--- config.mk ---
export PLATFORM = sky130hd
export DESIGN_NAME = pipe_skid_reg_flat
export DESIGN_NICKNAME = d
export VERILOG_FILES = /design/src/rtl/pipe_skid_reg_pkg.sv /design/src/rtl/pipe_skid_reg_if.sv /design/src/rtl/pipe_skid_reg_slot.sv /design/src/rtl/pipe_skid_reg.sv /design/src/flat_wrapper.sv
export SDC_FILE = /design/constraint.sdc
export NUM_CORES = 1
export LEC_CHECK = 0
export ABC_AREA = 1
export BUFFER_PORTS_ARGS = -buffer_cell sky130_fd_sc_hd__buf_2
export CAP_MARGIN = 20
export CORE_ASPECT_RATIO = 1.75
export CORE_MARGIN = 2
export CORE_UTILIZATION = 53
export DETAILED_ROUTE_END_ITERATION = 10
export GPL_ROUTABILITY_DRIVEN = 0
export MAX_ROUTING_LAYER = met4
export PLACE_DENSITY = 0.91
export SLEW_MARGIN = 15
export SYNTH_ARGS = -nofsm -noshare
export SYNTH_HDL_FRONTEND = slang
export SYNTH_SLANG_ARGS = --single-unit
--- constraint.sdc ---
create_clock -name clk -period 2.1 [get_ports clk]
set_clock_uncertainty 0.2 [all_clocks]
set_input_delay 0.42 -clock clk [delete_from_list [all_inputs] [get_ports clk]]
set_output_delay 0.42 -clock clk [all_outputs]
set_load 0.01 [all_outputs]
--- src/rtl/pipe_skid_reg_pkg.sv ---
// pipe_pkg: shared state encoding and payload constants for pipeline-stage registers
package pipe_pkg;
  typedef enum logic [1:0] {PS_EMPTY = 2'd0, PS_ONE = 2'd1, PS_TWO = 2'd2} pipe_state_e;
  localparam logic [31:0] NOP = 32'h0000_0013;
endpackage

--- src/rtl/pipe_skid_reg_if.sv ---
// pipe_skid_reg_if: handshake, payload, flush and occupancy bundle of one pipeline stage
interface pipe_skid_reg_if #(parameter int WIDTH = 32);
  logic in_valid, in_ready, out_valid, out_ready, flush;
  logic [WIDTH-1:0] in_data, out_data;
  logic [1:0] count;
  modport master (output in_valid, in_data, out_ready, flush, input in_ready, out_valid, out_data, count);
  modport slave (input in_valid, in_data, out_ready, flush, output in_ready, out_valid, out_data, count);
endinterface

--- src/rtl/pipe_skid_reg_slot.sv ---
// pipe_slot: payload register with load and clear-to-bubble controls
module pipe_slot #(
  parameter int WIDTH = 32,
  parameter logic [WIDTH-1:0] BUBBLE_VALUE = '0
) (
  input  logic clk,
  input  logic rst,
  input  logic ld,
  input  logic clr,
  input  logic [WIDTH-1:0] d,
  output logic [WIDTH-1:0] q
);
  // clear wins over load so a squash never lets a beat through
  always_ff @(posedge clk or negedge rst)
    if (!rst) q <= BUBBLE_VALUE;
    else if (clr) q <= BUBBLE_VALUE;
    else if (ld) q <= d;
endmodule

--- src/rtl/pipe_skid_reg.sv ---
// pipe_skid_reg: valid/ready pipeline stage with flush and optional skid slot
module pipe_skid_reg
  import pipe_pkg::*;
#(
  parameter int WIDTH = 32,
  parameter logic [WIDTH-1:0] BUBBLE_VALUE = '0,
  parameter bit REG_READY = 1'b1
) (
  input logic clk,
  input logic rst,
  pipe_skid_reg_if.slave p
);
  pipe_state_e state, nxt;
  logic rdy_q, ov, rdy, acc, pop, m_ld, m_clr;
  logic [WIDTH-1:0] m_q, s_q, m_d;
  assign ov = state != PS_EMPTY;
  assign rdy = REG_READY ? rdy_q : (!ov | p.out_ready);
  assign acc = p.in_valid & rdy;
  assign pop = ov & p.out_ready;
  assign p.out_valid = ov;
  assign p.out_data = m_q;
  assign p.count = state;
  assign p.in_ready = rdy;
  // next state; flush overrides every handshake event
  always_comb
    nxt = p.flush ? PS_EMPTY :
          state == PS_EMPTY ? (acc ? PS_ONE : PS_EMPTY) :
          state == PS_ONE ? (acc && !pop ? PS_TWO : !acc && pop ? PS_EMPTY : PS_ONE) :
          (pop ? PS_ONE : PS_TWO);
  // state and registered ready, which drops exactly when the stage becomes full
  always_ff @(posedge clk or negedge rst)
    if (!rst) begin
      state <= PS_EMPTY;
      rdy_q <= 1'b1;
    end else begin
      state <= nxt;
      rdy_q <= nxt != PS_TWO;
    end
  assign m_clr = p.flush | (state == PS_ONE & !acc & pop);
  assign m_ld = (state == PS_EMPTY & acc) | (state == PS_ONE & acc & pop) | (state == PS_TWO & pop);
  assign m_d = state == PS_TWO ? s_q : p.in_data;
  pipe_slot #(.WIDTH(WIDTH), .BUBBLE_VALUE(BUBBLE_VALUE)) u_main (
    .clk(clk), .rst(rst), .ld(m_ld), .clr(m_clr), .d(m_d), .q(m_q)
  );
  generate
    if (REG_READY) begin : g_skid
      logic s_ld, s_clr;
      assign s_ld = state == PS_ONE & acc & !pop;
      assign s_clr = p.flush | (state == PS_TWO & pop);
      pipe_slot #(.WIDTH(WIDTH), .BUBBLE_VALUE(BUBBLE_VALUE)) u_skid (
        .clk(clk), .rst(rst), .ld(s_ld), .clr(s_clr), .d(p.in_data), .q(s_q)
      );
    end else begin : g_noskid
      assign s_q = BUBBLE_VALUE;
    end
  endgenerate
endmodule

--- src/flat_wrapper.sv ---
// flat-port wrapper written by rule: the top's interface ports become plain ports
module pipe_skid_reg_flat import pipe_pkg::*;
#(
  parameter int WIDTH = 32,
  parameter logic [WIDTH-1:0] BUBBLE_VALUE = '0,
  parameter bit REG_READY = 1'b1
)
  (clk, rst, p_in_valid, p_in_data, p_out_ready, p_flush, p_in_ready, p_out_valid, p_out_data, p_count);
  pipe_skid_reg_if #(.WIDTH(WIDTH)) p_i ();
  input logic clk;
  input logic rst;
  input wire logic [$bits(p_i.in_valid)-1:0] p_in_valid;
  input wire logic [$bits(p_i.in_data)-1:0] p_in_data;
  input wire logic [$bits(p_i.out_ready)-1:0] p_out_ready;
  input wire logic [$bits(p_i.flush)-1:0] p_flush;
  output wire logic [$bits(p_i.in_ready)-1:0] p_in_ready;
  output wire logic [$bits(p_i.out_valid)-1:0] p_out_valid;
  output wire logic [$bits(p_i.out_data)-1:0] p_out_data;
  output wire logic [$bits(p_i.count)-1:0] p_count;
  assign p_i.in_valid = p_in_valid;
  assign p_i.in_data = p_in_data;
  assign p_i.out_ready = p_out_ready;
  assign p_i.flush = p_flush;
  assign p_in_ready = p_i.in_ready;
  assign p_out_valid = p_i.out_valid;
  assign p_out_data = p_i.out_data;
  assign p_count = p_i.count;
  pipe_skid_reg #(.WIDTH(WIDTH), .BUBBLE_VALUE(BUBBLE_VALUE), .REG_READY(REG_READY)) u_core (.clk(clk), .rst(rst), .p(p_i));
endmodule
==> reports/summary.txt <==
======================================================================================
Result of the run ....................................................... finished, final reports clean
Clk sink count ..........................................................           67
Path class of the lowest-slack min-delay path ...........................    in -> reg
Number of synthesized flops with an enable pin ..........................            0
Effective utilization at floorplan ......................................        55.3%
Insertion delay of the later-clocked pin in the worst-skew pair .........      0.34 ns
Number of non-filler instances in the completed layout ..................          527
Vias in the first global route ..........................................        2,677
Maximum root-to-sink buffer count .......................................            2
Beginning of the worst register-to-register path ........................ u_core.p.in_ready
Aggregate global-route resource usage ...................................        24.2%
Cells resized by post-CTS repair ........................................            0
Antenna diode count .....................................................            0
Worst reg2reg path endpoint ............................................. u_core.g_skid.u_skid.q[24]
First-pass GRT wire length ..............................................      11.6 mm
# nets final ............................................................          483
Syn-to-layout area delta ................................................        20.0%
TritonCTS Buffers .......................................................            9
Largest net degree at the start of global routing .......................           68
Share of layout cells above drive strength 1 ............................        22.6%
Largest driver fanout on the critical path ..............................            6
Startpoint type of the worst setup path .................................     register
Commonest cells after routing, fill and taps aside ...................... nand2_1, buf_2, nand3_1, dfrtp_1, o21ai_0
Post-synthesis cell area ................................................    3090 um^2
Count of yosys warnings during synthesis ................................            0
Die height ..............................................................       105 um
DRC .....................................................................            0
Number of hold violations in the final report ...........................            0
Least-Margin Pin Slew ...................................................     0.351 ns
Core region area ........................................................    5590 um^2
Mean cell area of the mapped netlist ....................................    8.20 um^2
Routed Antenna Nets .....................................................            0
Post-DR wirelength/cell .................................................      13.1 um
TritonCTS clock tree ....................................................          yes
Leakage power figure ....................................................      1.99 nW
Fin. max-slew vios ......................................................            0
Period utilization ......................................................        87.9%
Worst path required time ................................................      1.48 ns
IO Port Bufs ............................................................           72
Die footprint ...........................................................    6480 um^2
Half-perimeter wire length after detailed placement .....................      4.59 mm
Leftover overflow at the end of global routing ..........................            0
Sequential cell area fraction in the yosys report .......................        54.3%
Path type of the worst setup path .......................................   reg -> out
Setup total negative slack ..............................................         0 ns
H-tree levels ...........................................................            3
Data arrival, critical path .............................................      1.23 ns
Total iterations of the first detailed-routing run ......................            4
Max_cap viols ...........................................................            0
Beginning of the critical path .......................................... u_core.p.count[1]
Synth Register Bits .....................................................           67
Final Instance Area .....................................................    3710 um^2
DRT iter0 DRCs ..........................................................          195
Mapped Cells ............................................................          377
Worst-case headroom to the max-slew limit ...............................        76.6%
Number of cells on the worst reg-to-reg path ............................            7
Row Count ...............................................................           36
Total wire length after detailed routing ................................      6.90 mm
Root buffer selected by CTS .............................................     clkbuf_8
Total power per unit cell area ..........................................  793 nW/um^2
CTS clk-pin slew, worst paths ...........................................      0.06 ns
Worst setup endpoint ....................................................  p_out_valid
Critical path endpoint category ......................................... primary output
Most common library cell in the layout ignoring fill and taps ...........      nand2_1
Share of flip-flops with an asynchronous set or reset after synthesis ...         100%
Placed Cells ............................................................          510
Number of distinct standard cells referenced by the synthesized netlist .           18
Vias/cell ...............................................................         5.24
Post-synthesis net count ................................................          414
Flop2flop setup slack ...................................................      0.33 ns
Count of boundary I/O pins ..............................................           73
Placed cell areas .......................................................    3510 um^2
Number of antenna violations at the first check in global routing .......            0
Maximum vdd drop ........................................................   0.000554 V
Maximum clock rate ......................................................      542 MHz
Final worst path period need ............................................      1.85 ns
Power Total .............................................................    0.00294 W
Total number of vias ....................................................        2,761
Final setup violating endpoints .........................................            0
Unrepaired setup endpoints after global routing .........................        false
Die Span X ..............................................................      61.7 um
Main flop type after synthesis ..........................................      dfrtp_1
======================================================================================
==> sequential cells by signal, summed over array words and instances (netlist names) <==
name,cells
u_core.g_skid.u_skid.q,32
u_core.p.count,2
u_core.p.in_ready,1
u_core.u_main.q,32
==> synthesized netlist by cell type (3+ instances only) <==
| master | instances | area, um^2 |
|---|---|---|
| nand2_1 | 102 | 383 |
| nand3_1 | 69 | 345 |
| dfrtp_1 | 66 | 1650 |
| o21ai_0 | 61 | 305 |
| inv_1 | 38 | 143 |
| buf_2 | 16 | 80.1 |
| o21ai_1 | 4 | 20.0 |
| buf_6 | 3 | 33.8 |
| clkbuf_1 | 3 | 11.3 |
==> area by class of cell <==
| class | instances | area (um^2) |
|---|---|---|
| Fill cell | 486 | 1880 |
| Sequential cell | 67 | 1680 |
| Clock inverter | 2 | 35.0 |
| Clock buffer | 14 | 153 |
| Tap cell | 76 | 95.1 |
| Multi-Input combinational cell | 246 | 1120 |
| Timing Repair Buffer | 82 | 475 |
| Inverter | 40 | 150 |
==> critical path, stage by stage (launching register included) <==
cell	delay [ns]
dfrtp_1	0.46
nor2_2	0.21
inv_1	0.07
buf_2	0.14
==> cells by family after synthesis <==
logic type	Yosys count	share of synthesized area, %
buffers and inverters	64	9.39
flip-flops	67	54.3
AND/OR/NAND/NOR	180	25.6
AO/OA/AOI/OAI	66	10.7
==> through the flow <==
step           worst slack, ns  util (%)  hold WS [ns]
2_1_floorplan            0.541         -       -0.0756
3_3_place_gp             0.447      62.9         0.262
3_5_place_dp             0.354      62.9         0.266
4_1_cts                  0.246      66.4        0.0647
5_1_grt                  0.103      66.4        0.0766
6_report                 0.254      66.4        0.0735
==> routing by layer <==
layer	routed length [um]	up-vias	track usage [%]
li1	-	1355	-
met1	2740	1307	27.6
met2	3680	84	38.9
met3	306	15	5.82
met4	174	0	10.9
met5	0	-	-
==> repair_timing <==
item                      4_1_cts  5_1_grt
setup buffers                   0        0
hold endpoints to repair       66        0
hold buffers                    1        0
==> worst min path at each step <==
stage                        from                   endpoint  slack, ns  cells past startpoint
after floorplan               rst  u_core.g_skid.u_skid.q[0]      -0.08                      0
after global placement        rst          u_core.p.count[1]       0.26                      2
after detailed placement      rst          u_core.p.count[1]       0.27                      2
after CTS                 p_flush          u_core.p.count[0]       0.06                      2
after global routing      p_flush          u_core.p.count[0]       0.08                      2
final                     p_flush          u_core.p.count[0]       0.07                      2
==> report_power, final <==
group,switching (W),internal [W]
combinational,0.000316,0.000176
clock,0.000453,0.000581
sequential,0.0000424,0.00137
total,0.000812,0.00213
Note: power is estimated with default switching activity, not from simulation.
